**src/rtl/lmsm_sequencer.sv**
```systemverilog
// Load-multiple / store-multiple sequencer: walks the latched register mask
// lowest register first, issuing one memory word per mem_ready handshake.
module lmsm_sequencer (
  input  logic        clk,
  input  logic        reset,
  input  logic        start,
  input  logic        is_load,
  input  logic [7:0]  reg_mask,
  input  logic [15:0] base_addr,
  input  logic        mem_ready,
  output logic        busy,
  output logic        stall,
  output logic [2:0]  reg_addr,
  output logic [15:0] mem_addr,
  output logic        mem_req,
  output logic        mem_we,
  output logic        rf_we,
  output logic [3:0]  xfer_count,
  output logic        done
);

  typedef enum logic [1:0] {IDLE, XFER, DONE} state_t;

  state_t      state;
  logic        load_q;
  logic [7:0]  mask_q;
  logic [15:0] base_q;
  logic [3:0]  count_q;
  logic [7:0]  mask_rest;

  // Remaining mask with its lowest set bit cleared.
  assign mask_rest = mask_q & (mask_q - 8'd1);

  always_ff @(posedge clk) begin
    if (reset) begin
      state   <= IDLE;
      load_q  <= 1'b0;
      mask_q  <= '0;
      base_q  <= '0;
      count_q <= '0;
    end else begin
      case (state)
        IDLE: begin
          if (start) begin
            load_q  <= is_load;
            mask_q  <= reg_mask;
            base_q  <= base_addr;
            count_q <= '0;
            state   <= (reg_mask != 8'h00) ? XFER : DONE;
          end
        end
        XFER: begin
          if (mem_ready) begin
            mask_q <= mask_rest;
            if (count_q != 4'd8) count_q <= count_q + 4'd1;
            if (mask_rest == 8'h00) state <= DONE;
          end
        end
        DONE:    state <= IDLE;
        default: state <= IDLE;
      endcase
    end
  end

  always_comb begin
    logic found;
    reg_addr = '0;
    found    = 1'b0;
    for (int unsigned i = 0; i < 8; i++) begin
      if (mask_q[i] && !found) begin
        reg_addr = 3'(i);
        found    = 1'b1;
      end
    end
  end

  assign mem_addr   = base_q + {12'd0, count_q};
  assign xfer_count = count_q;
  assign busy       = (state != IDLE);
  assign stall      = busy | (start & (state == IDLE));
  assign mem_req    = (state == XFER);
  assign mem_we     = (state == XFER) & ~load_q;
  assign rf_we      = (state == XFER) & load_q & mem_ready;
  assign done       = (state == DONE);

endmodule

```
**config.mk**
```make
export PLATFORM = sky130hd
export DESIGN_NAME = lmsm_sequencer
export DESIGN_NICKNAME = d
export VERILOG_FILES = /design/src/rtl/lmsm_sequencer.sv
export SDC_FILE = /design/constraint.sdc
export NUM_CORES = 1
export LEC_CHECK = 0
export CORE_AREA = 3 3 76 78
export DETAILED_ROUTE_END_ITERATION = 10
export DIE_AREA = 0 0 79 81
export HOLD_SLACK_MARGIN = 0.08
export PLACE_DENSITY = 0.58
export RECOVER_POWER = 50
export SLEW_MARGIN = 0
export SYNTH_ARGS = -nofsm -noshare
export SYNTH_HDL_FRONTEND = slang
export SYNTH_SLANG_ARGS = --single-unit
```
**constraint.sdc**
```tcl
create_clock -name clk -period 2.4 [get_ports clk]
set_clock_uncertainty 0.2 [all_clocks]
set_input_delay 0.36 -clock clk [delete_from_list [all_inputs] [get_ports clk]]
set_output_delay 0.36 -clock clk [all_outputs]
set_load 0.01 [all_outputs]
```
==> run_results.csv <==
group,metric,value,unit
route,wire_per_inst,13.8,um
global_routing,track_usage,18.2,%
place,place_ws,-0.425,ns
route,drcViolationCount,0,
die,die-height,81,um
yosys,synth_seq_cells,31,
route,ant_nets,0,
worst_hold_path,hold_depth,2,
worst_setup_path,arrival,1.94,ns
place,portBuffers,57,
route,drt_wl_total,5540,um
outcome,violations,"negative setup slack",
yosys,syn_avg_cell_area,7.53,um^2
cts,numCtsBuffers,5,
worst_hold_path,worstHoldStart,"load_q",
layout,layout-drive-gt1-share,26.6,%
layout,nets,366,
route,vias_per_cell,4.94,
yosys,synth_cells,239,
worst_setup_path,cp_max_fo,5,
worst_setup_path,r2r_start,"state[0]",
outcome,status,"finished with violations",
global_routing,grt_max_degree,25,
timing,hold_viol_final,0,
yosys,async_flop_share,0,%
place,dpl_cell_area,0.00267,mm^2
worst_setup_path,start_kind,"flop",
cts,h-tree-depth,2,
global_routing,grt_overflow,0,
power,peakVddDrop,446,uV
layout,final_cell_mix,"46 x nand2_1, 40 x clkdlybuf4s50_1, 31 x a21oi_1, 31 x buf_4, 23 x dfxtp_1",
timing,period_minus_slack,2.50,ns
route,drtPass1Iterations,4,
cts,clk_latency,0.27,ns
worst_setup_path,required,1.84,ns
power,internal_power,1.30,mW
timing,finalSetupTns,-0.502,ns
cts,cts_max_path_buffers,2,
yosys,ys_types,44,
worst_hold_path,hp-class,"reg2reg",
worst_setup_path,r2r_setup_slack,0.31,ns
power,p_seq_share,32.6,%
layout,final_common_cell,"nand2_1",
power,p_comb_share,45.4,%
die,rows,26,
global_routing,grt_pass1_vias,1954,
timing,fmax,0.400,GHz
route,drt-initial-drc-count,48,
yosys,synth_edf_count,0,
cts,clk_pin_slew,0.06,ns
power,power.density,697,mW/mm^2
layout,diodes,0,
cts,cts_root_buffer,"clkbuf_8",
worst_setup_path,rr_endpoint,"mask_q[0]",
yosys,ys_seq_area_share,34.5,%
cts,clock-sinks,31,
die,die-area,0.00640,mm^2
yosys,synthesis.area,0.00180,mm^2
job,max_cap_violations,0,
die,core,0.00514,mm^2
power,switching_share,36.0,%
power,finalPower,2.03,mW
worst_setup_path,endpoint_kind,"output pin",
route,dr_total_vias,1981,
timing,setup_viol_count_final,8,
yosys,syn_nets,275,
place,dp_hpwl,3940,um
worst_setup_path,rr_worst_depth,6,
timing,fin_crit_sh,104,%
yosys,ys_warn_count,0,
die,die_w,79,um
global_routing,grt_pass1_wl,9320,um
power,leakagePower,1.25,nW
die,start_util,35.0,%
timing,report.final.slew_viol_count,0,
power,clock_power_share,22.0,%
worst_setup_path,worst-setup-path-type,"reg2out",
global_routing,antenna_found_initial,0,
place,place.gp.congestion,0.880,
cts,tritoncts,"done",
yosys,synth-main-ff-cell,"dfxtp_1",
timing,maxSlewHeadroom,62.3,%
layout,area_growth,61.8,%
layout,fillers,527,
timing,finalWorstSetupSlack,-0.0977,ns
die,ios,58,
timing,whs,0.272,ns
worst_hold_path,hold_end,"load_q",
timing,rsz0062_at_grt,"yes",
layout,final_cell_area,0.00291,mm^2
timing,worst_pin_slew,0.565,ns
power,p_sw,731,uW
cts,postCtsHoldBufs,0,
worst max-delay path by stage:
stage,from,end,depth (start not counted)
after floorplan,xfer_count[0],mem_addr[10],7
after global placement,base_q[0],mem_addr[6],9
after detailed placement,base_q[0],mem_addr[14],8
after CTS,base_q[0],mem_addr[6],9
after global routing,base_q[0],mem_addr[6],9
final,base_q[1],mem_addr[12],8
synthesized netlist by cell type (4+ instances only):
cell type / number / area share, %
nand2_1: 47 / 9.8
ha_1: 6 / 4.2
nor2b_1: 4 / 1.4
nor3_1: 6 / 1.7
xor2_1: 10 / 4.9
dfxtp_1: 31 / 34
inv_1: 12 / 2.5
clkbuf_1: 10 / 2.1
nand2b_1: 4 / 1.4
xnor2_1: 5 / 2.4
a21oi_1: 32 / 8.9
o21ai_0: 13 / 3.6
nor2_1: 13 / 2.7
a211oi_1: 5 / 2.1
nand3_1: 5 / 1.4
worst max-delay path, stage by stage, from the launching register on:
cell	delay [ns]
dfxtp_4	0.37
buf_6	0.10
inv_1	0.04
fa_2	0.39
nor2b_4	0.14
o21ai_4	0.09
a211oi_2	0.22
xor2_1	0.17
buf_2	0.15
power groups by stage:
stage / sequential [mW] / combinational [mW] / clock [mW]
after CTS: 0.661 / 0.944 / 0.458
final: 0.663 / 0.922 / 0.446
after floorplan: 0.669 / 0.470 / 0
after global placement: 0.659 / 0.953 / 0
after detailed placement: 0.663 / 0.955 / 0
after global routing: 0.675 / 1.02 / 0.490
cell type report:
type	instances	area, um^2	share of cell area [%]
timing repair buffer	95	792	27.2
tap	70	87.6	3.01
sequential	31	633	21.7
inverter	12	45.0	1.55
multi-input combinational	185	1250	43.1
clock buffer	8	100	3.44
registers in the layout, indices dropped and copies added (netlist names):
name,flops
state,2
xfer_count,4
load_q,1
mask_q,8
base_q,16
per-stage QoR:
step / instances / util (%)
finish: 401 / 56.7
global route: 401 / 56.7
CTS: 399 / 56.6
detailed placement: 387 / 51.9
global placement: 387 / 51.9
floorplan: 239 / -
cell families (layout without fill, tap and decap cells):
kind of cell	Yosys count	in the layout	synth area share, %
simple gates	97	97	25.6
mux	2	2	1.11
xor+xnor	15	15	7.30
buf+inv	23	115	4.86
compound gates	63	63	20.8
fa+ha+maj	8	8	5.84
flops	31	31	34.5
timing repair:
item,in CTS,in global routing
gates resized for setup,89,6
setup buffers,4,2
pin swaps,24,9
setup endpoints to repair,17,12
routing by layer:
metal / GRT usage [%] / share of wire, % / up-vias
met4: 4.81 / 0.99 / 0
met5: 0 / 0 / -
met1: 22.6 / 44 / 930
li1: - / - / 1004
met2: 32.7 / 50 / 43
met3: 3.10 / 4.8 / 4
Note: power is estimated with default switching activity, not from simulation.
